**config.mk**
```make
export PLATFORM = sky130hd
export DESIGN_NAME = imm_gen_pipe
export DESIGN_NICKNAME = d
export VERILOG_FILES = /design/src/rtl/imm_gen_pipe.sv
export SDC_FILE = /design/constraint.sdc
export NUM_CORES = 1
export LEC_CHECK = 0
export ABC_AREA = 1
export CORE_MARGIN = 2
export CORE_UTILIZATION = 40
export CTS_CLUSTER_SIZE = 14
export DETAILED_ROUTE_END_ITERATION = 10
export PLACE_DENSITY = 0.65
export SYNTH_ARGS = -nofsm -noshare
export SYNTH_HDL_FRONTEND = slang
export SYNTH_SLANG_ARGS = --single-unit
```
**constraint.sdc**
```tcl
create_clock -name clk -period 5.68 [get_ports clk]
set_clock_uncertainty 0.2 [all_clocks]
set_input_delay 1.136 -clock clk [delete_from_list [all_inputs] [get_ports clk]]
set_output_delay 1.136 -clock clk [all_outputs]
set_load 0.1 [all_outputs]
```
**src/rtl/imm_gen_pipe.sv**
```systemverilog
// imm_gen_pipe: extracts and extends the instruction immediate (I/S/B/J/U, CSR zimm,
// shift amount) to XLEN bits, then holds it behind a valid/ready interface with a
// two-entry skid buffer so that in_ready never depends combinationally on out_ready.
module imm_gen_pipe #(
    parameter int XLEN  = 32,
    parameter int TAG_W = 32
) (
    input  logic             clk,
    input  logic             reset,
    input  logic             flush,
    input  logic             in_valid,
    output logic             in_ready,
    input  logic [24:0]      in_imm,
    input  logic [2:0]       in_src,
    input  logic [TAG_W-1:0] in_tag,
    output logic             out_valid,
    input  logic             out_ready,
    output logic [XLEN-1:0]  out_imm,
    output logic [TAG_W-1:0] out_tag,
    output logic             out_illegal
);

    if (XLEN != 32 && XLEN != 64) begin : g_bad_xlen
        $error("imm_gen_pipe: XLEN must be 32 or 64");
    end

    localparam logic [2:0] SRC_I     = 3'd0;
    localparam logic [2:0] SRC_S     = 3'd1;
    localparam logic [2:0] SRC_B     = 3'd2;
    localparam logic [2:0] SRC_J     = 3'd3;
    localparam logic [2:0] SRC_U     = 3'd4;
    localparam logic [2:0] SRC_ZIMM  = 3'd5;
    localparam logic [2:0] SRC_SHAMT = 3'd6;

    // ins is indexed with the original instruction bit numbers to keep the
    // format table readable; bits [6:0] never carry immediate data.
    function automatic logic [XLEN-1:0] ext_imm(input logic [31:7] ins, input logic [2:0] src);
        logic signed [XLEN-1:0] w;
        logic signed [31:0]     u;
        u = signed'({ins[31:12], 12'b0});
        case (src)
            SRC_I:     w = {{(XLEN-12){ins[31]}}, ins[31:20]};
            SRC_S:     w = {{(XLEN-12){ins[31]}}, ins[31:25], ins[11:7]};
            SRC_B:     w = {{(XLEN-12){ins[31]}}, ins[7], ins[30:25], ins[11:8], 1'b0};
            SRC_J:     w = {{(XLEN-20){ins[31]}}, ins[19:12], ins[20], ins[30:21], 1'b0};
            SRC_U:     w = XLEN'(u);
            SRC_ZIMM:  w = {{(XLEN-5){1'b0}}, ins[19:15]};
            SRC_SHAMT: w = (XLEN == 64) ? {{(XLEN-6){1'b0}}, ins[25:20]}
                                        : {{(XLEN-5){1'b0}}, ins[24:20]};
            default:   w = '0;
        endcase
        return w;
    endfunction

    logic [XLEN-1:0]  imm_p0;
    logic             ill_p0;
    logic             main_v, skid_v;
    logic [XLEN-1:0]  main_imm, skid_imm;
    logic [TAG_W-1:0] main_tag, skid_tag;
    logic             main_ill, skid_ill;
    logic             accept, pop;

    // Stage p0: combinational extension of the incoming entry
    assign imm_p0 = ext_imm(in_imm, in_src);
    assign ill_p0 = (in_src == 3'b111);

    assign in_ready    = !skid_v;
    assign accept      = in_valid && in_ready;
    assign pop         = main_v && out_ready;
    assign out_valid   = main_v;
    assign out_imm     = main_imm;
    assign out_tag     = main_tag;
    assign out_illegal = main_ill;

    // Stage p1: main/skid storage; skid drains into main before new entries
    always_ff @(posedge clk or posedge reset) begin
        if (reset) begin
            main_v   <= 1'b0;
            skid_v   <= 1'b0;
            main_imm <= '0;
            main_tag <= '0;
            main_ill <= 1'b0;
            skid_imm <= '0;
            skid_tag <= '0;
            skid_ill <= 1'b0;
        end else if (flush) begin
            main_v <= 1'b0;
            skid_v <= 1'b0;
        end else if (!main_v || pop) begin
            if (skid_v) begin
                main_imm <= skid_imm;
                main_tag <= skid_tag;
                main_ill <= skid_ill;
                main_v   <= 1'b1;
                skid_v   <= 1'b0;
            end else if (accept) begin
                main_imm <= imm_p0;
                main_tag <= in_tag;
                main_ill <= ill_p0;
                main_v   <= 1'b1;
            end else begin
                main_v <= 1'b0;
            end
        end else if (accept) begin
            skid_imm <= imm_p0;
            skid_tag <= in_tag;
            skid_ill <= ill_p0;
            skid_v   <= 1'b1;
        end
    end

endmodule

```
Yosys cells after proc, flatten, opt, wreduce, memory -nomap -nowiden
Index checks and enable logic that the tools add are counted.
{ "totals": {"ff_bits": 132, "output_inout_bits": 67} }
{ "op_classes": {"n_eq_ne": 7, "n_mux": 14, "bitwise_logic": 2, "n_reduce_logical": 11} }
{ "op_table": {"columns": ["operator", "count"], "rows": [
  ["$pmux W32 S7", 1],
  ["$mux W32", 4],
  ["$eq A3 B3 Y1 const B", 4],
  ["$mux W1", 9],
  ["$eq A3 B2 Y1 const B", 2],
  ["$reduce_and A3 Y1", 2],
  ["$reduce_bool A2 Y1", 2],
  ["$eq A3 B1 Y1 const B", 1],
  ["$logic_not A3 Y1", 1],
  ["$reduce_bool A3 Y1", 1],
  ["$logic_and A1 B1 Y1", 2],
  ["$logic_not A1 Y1", 2],
  ["$not A1 Y1", 2],
  ["$logic_or A1 B1 Y1", 1]
]} }

Logic depth before layout (Yosys ltp)
{ "depth": {"depth_word": 6, "ltp_mapped": 10, "depth_no_buf": 9} }

Least setup slack after synthesis
OpenSTA, ideal clock, no wires.
{ "synth_timing": {"path_kind": "register to output", "startpoint": "register skid_v", "endpoint": "output in_ready", "arrival_time_ps": 1185, "required_time_ps": 4344, "path_slack_ps": 3159, "stages_incl_launch_ff": 4, "path_cell_list": "dfrtp_1 inv_1 buf_2 buf_2"} }
{ "synth_between": {"elab_chain_cells": 1} }
{ "synth_lines": {"columns": ["element", "line_no", "rtl"], "rows": [
  ["start: declaration", "57", "logic main_v, skid_v;"],
  ["start signal: assignment", "79", "skid_v <= 1'b0;"],
  ["start signal: assignment", "88", "skid_v <= 1'b0;"],
  ["start signal: assignment", "95", "skid_v <= 1'b0;"],
  ["$logic_not A1 Y1", "67", "assign in_ready = !skid_v;"],
  ["end: declaration", "12", "output logic in_ready,"]
]} }
Every way passes these cells.

Final worst setup path
Same ends and word-level chain as after synthesis.

==> out/summary.log <==
INFO  power          cell_area_power_density=410nW/um^2
INFO  detailed_routing first_pass_iteration_count_of_the_detailed_router=5
INFO  logic_synthesis synthesis.area=6070um^2
INFO  placement      detailed_place_hpwl=8880um
INFO  logic_synthesis syn_nets=823
INFO  detailed_routing routed_wirelength=14,200um
INFO  worst_hold_path timing.hold.worst.start=skid_imm[22]$_DFFE_PP0P_
INFO  detailed_routing post_drt_via_cell_ratio=4.78
INFO  logic_synthesis yosys_warnings=0
INFO  setup_path     critical_path.reg2reg.startpoint=skid_v$_DFFE_PP0P_
INFO  finish         final_cell_count_no_fill=1,065
INFO  detailed_routing wl_per_cell=13.3um
INFO  setup_path     reg2regPathDepth=7
INFO  die            dieArea=16,200um^2
INFO  cts            cts_buffer_depth=2
INFO  setup_path     timing.critical_path.from_type=flop
INFO  timing         timing.setup.tns=0ns
INFO  finish         drive_above_1_share=5.25%
INFO  placement      place_inst=1,036
INFO  cts            cts_tree=yes
INFO  power          worst_ir_drop_vdd=0.207mV
INFO  timing         max_freq=0.276GHz
INFO  power          cellLeakagePower=3.94nW
INFO  setup_path     r2r_end=skid_tag[7]$_DFFE_PP0P_
INFO  worst_hold_path hold-path-cell-count=2
INFO  timing         grt_setup_unrepaired=no
INFO  global_routing gr-usage-all-layers=18.7%
INFO  die            pin_count=132
INFO  timing         relSlewSlack=26.4%
INFO  cts            cts-htree-levels=4
INFO  cts            worst_skew_pair.late_latency=0.41ns
INFO  cts            post_cts_resize_count=0
INFO  logic_synthesis syn_avg_cell_area=8.01um^2
INFO  global_routing largest_net_degree_at_the_start_of_global_routing=113
INFO  cts            holdBufCountCts=0
INFO  die            initial_core_util=40.4%
INFO  finish         layout-area-overhead-vs-synth=30.9%
INFO  detailed_routing dr_total_vias=5,093
INFO  timing         layout_min_cycle_time=3.62ns
INFO  timing         finalSetupViolations=0
INFO  cts            cts_num_sinks=132
INFO  global_routing grt_pass1_wl=24,200um
INFO  cts            cts_inserted_buffers=17
INFO  logic_synthesis synth-seq-cells=132
INFO  cts            cts_setup_buffers=0
INFO  timing         timing_hold_violations_final=0
INFO  power          p_total=3.25mW
INFO  worst_hold_path timing.hold.worst.class=reg -> reg
INFO  timing         slew_viol_final=0
INFO  die            fp.coreArea=15,000um^2
INFO  run            maxCapViolations=0
INFO  cts            cts.reportedPaths.clkPinSlew=0.05ns
INFO  outcome        run_status=complete, no violations
INFO  detailed_routing drt_first_iter_violations=487
INFO  global_routing grt_overflow=0
INFO  finish         design.final.nets=932
INFO  setup_path     endpoint_kind=primary output
INFO  die            floorplan.die.height=127um
INFO  setup_path     timing.critical_path.arrival=2.28ns
INFO  die            rows=45
INFO  global_routing grt_pass1_vias=4,736
INFO  finish         n_antenna_cell=0
INFO  detailed_routing drcViolationCount=0
INFO  detailed_routing ant_nets=0
INFO  setup_path     crit_type=reg -> out
INFO  timing         tightest_slew=1.10ns
INFO  cts            cts.root.buffer_cell=sky130_fd_sc_hd__clkbuf_16
INFO  placement      gp_congestion=0.827
INFO  setup_path     ff2ff_setup_slack=2.93ns
INFO  global_routing number_of_antenna_violations_at_the_first_check_in_global_routing=0
INFO  logic_synthesis synth_cells=758
INFO  worst_hold_path hold_path_end=skid_imm[22]$_DFFE_PP0P_
INFO  placement      buffer_ports.inserted=131
INFO  die            die_width=127um
INFO  setup_path     crit_fanout=40
INFO  setup_path     critPathRequiredTime=4.34ns
INFO  logic_synthesis seq_area_frac_synth=54.4%
INFO  timing         fin_crit_sh=63.7%
INFO  logic_synthesis synthDistinctLibCells=25
sequential cells by signal (all words and copies together), names as in the netlist:
name / count
out_imm: 32
out_tag: 32
skid_imm: 32
skid_tag: 32
out_illegal: 1
out_valid: 1
skid_ill: 1
skid_v: 1
metrics by stage:
stage	setup slack (ns)	instance area, um^2	hold slack (ns)	utilization (%)
4_1_cts	2.04	7950	0.266	52.9
5_1_grt	1.98	7950	0.286	52.9
2_1_floorplan	0.818	6070	0.237	-
3_3_place_gp	1.87	7410	0.248	49.3
3_5_place_dp	1.82	7410	0.253	49.3
6_report	2.06	7950	0.263	52.9
cells by family (layout without fill, tap and decap cells):
family                 Yosys count  in the layout  synth area share, %
AND/OR/NAND/NOR                348            348                 23.2
AO/OA/AOI/OAI                  168            168                 14.2
flip-flops                     132            132                 54.4
buffers and inverters          110            229                 8.12
per-layer routing:
layer,track usage (%),share of wire [%]
met1,28.0,51
met2,26.8,43
met3,4.40,4.9
met4,6.01,1.3
met5,0,0
cell usage after synthesis, drive strengths merged:
cell type / count / area, um^2
clkbuf: 8 / 31.3
o21ai: 149 / 749
inv: 64 / 240
o211ai: 2 / 15.0
nand2: 285 / 1080
nor2: 31 / 139
buf: 38 / 221
a21boi: 1 / 7.51
nand3: 15 / 80.1
nor3: 3 / 26.3
dfrtp: 132 / 3300
nand4: 13 / 81.3
or2: 1 / 6.26
a2bb2oi: 3 / 26.3
a21oi: 13 / 65.1
area by class of cell:
cell class,instances,area (um^2)
inverters,64,245
multi-input cells,516,2280
well taps,188,235
clock buffers,24,482
flip-flops and latches,132,3300
repair buffers,136,1350
fillers,1400,7090
clock inverters,5,52.6
power breakdown:
group / internal [mW] / total [mW] / switching [mW]
clock: 0.626 / 1.01 / 0.379
sequential: 1.12 / 1.21 / 0.0872
combinational: 0.263 / 1.04 / 0.778
total: 2.01 / 3.25 / 1.24
worst max-delay path, stage by stage (launching register included):
cell	delay (ns)
sky130_fd_sc_hd__dfrtp_1	0.36
sky130_fd_sc_hd__buf_4	0.27
sky130_fd_sc_hd__inv_2	0.10
sky130_fd_sc_hd__clkdlybuf4s50_1	1.13
cell usage in the layout (no fill, tap or decap), types with 2 or more instances in the layout:
| cell | Yosys | routed |
|---|---|---|
| sky130_fd_sc_hd__buf_4 | 10 | 5 |
| sky130_fd_sc_hd__o211ai_1 | 2 | 2 |
| sky130_fd_sc_hd__nand2_2 | 3 | 2 |
| sky130_fd_sc_hd__clkinv_2 | 0 | 3 |
| sky130_fd_sc_hd__o21ai_0 | 98 | 98 |
| sky130_fd_sc_hd__nor2_1 | 28 | 28 |
| sky130_fd_sc_hd__a21oi_1 | 13 | 13 |
| sky130_fd_sc_hd__clkbuf_16 | 0 | 17 |
| sky130_fd_sc_hd__inv_2 | 4 | 5 |
| sky130_fd_sc_hd__a2bb2oi_1 | 3 | 3 |
| sky130_fd_sc_hd__clkbuf_1 | 7 | 4 |
| sky130_fd_sc_hd__nand4_1 | 13 | 13 |
| sky130_fd_sc_hd__clkbuf_8 | 0 | 3 |
| sky130_fd_sc_hd__nor3_1 | 2 | 2 |
| sky130_fd_sc_hd__clkdlybuf4s50_1 | 0 | 131 |
| sky130_fd_sc_hd__o21ai_1 | 50 | 50 |
| sky130_fd_sc_hd__nand2_1 | 282 | 282 |
| sky130_fd_sc_hd__nor2_4 | 3 | 3 |
| sky130_fd_sc_hd__inv_1 | 60 | 58 |
| sky130_fd_sc_hd__dfrtp_1 | 132 | 132 |
| sky130_fd_sc_hd__nand3_1 | 14 | 14 |
worst max-delay path by stage:
stage,startpoint,endpoint,slack (ns),cells past startpoint
after floorplan,reset,out_illegal$_DFFE_PP0P_,0.82,1
after global placement,out_ready,skid_tag[12]$_DFFE_PP0P_,1.87,9
after detailed placement,out_ready,skid_tag[10]$_DFFE_PP0P_,1.82,9
after CTS,skid_v$_DFFE_PP0P_,in_ready,2.04,3
after global routing,out_ready,skid_tag[16]$_DFFE_PP0P_,1.98,9
final,skid_v$_DFFE_PP0P_,in_ready,2.06,3
Power figures use the tool's default switching activity.
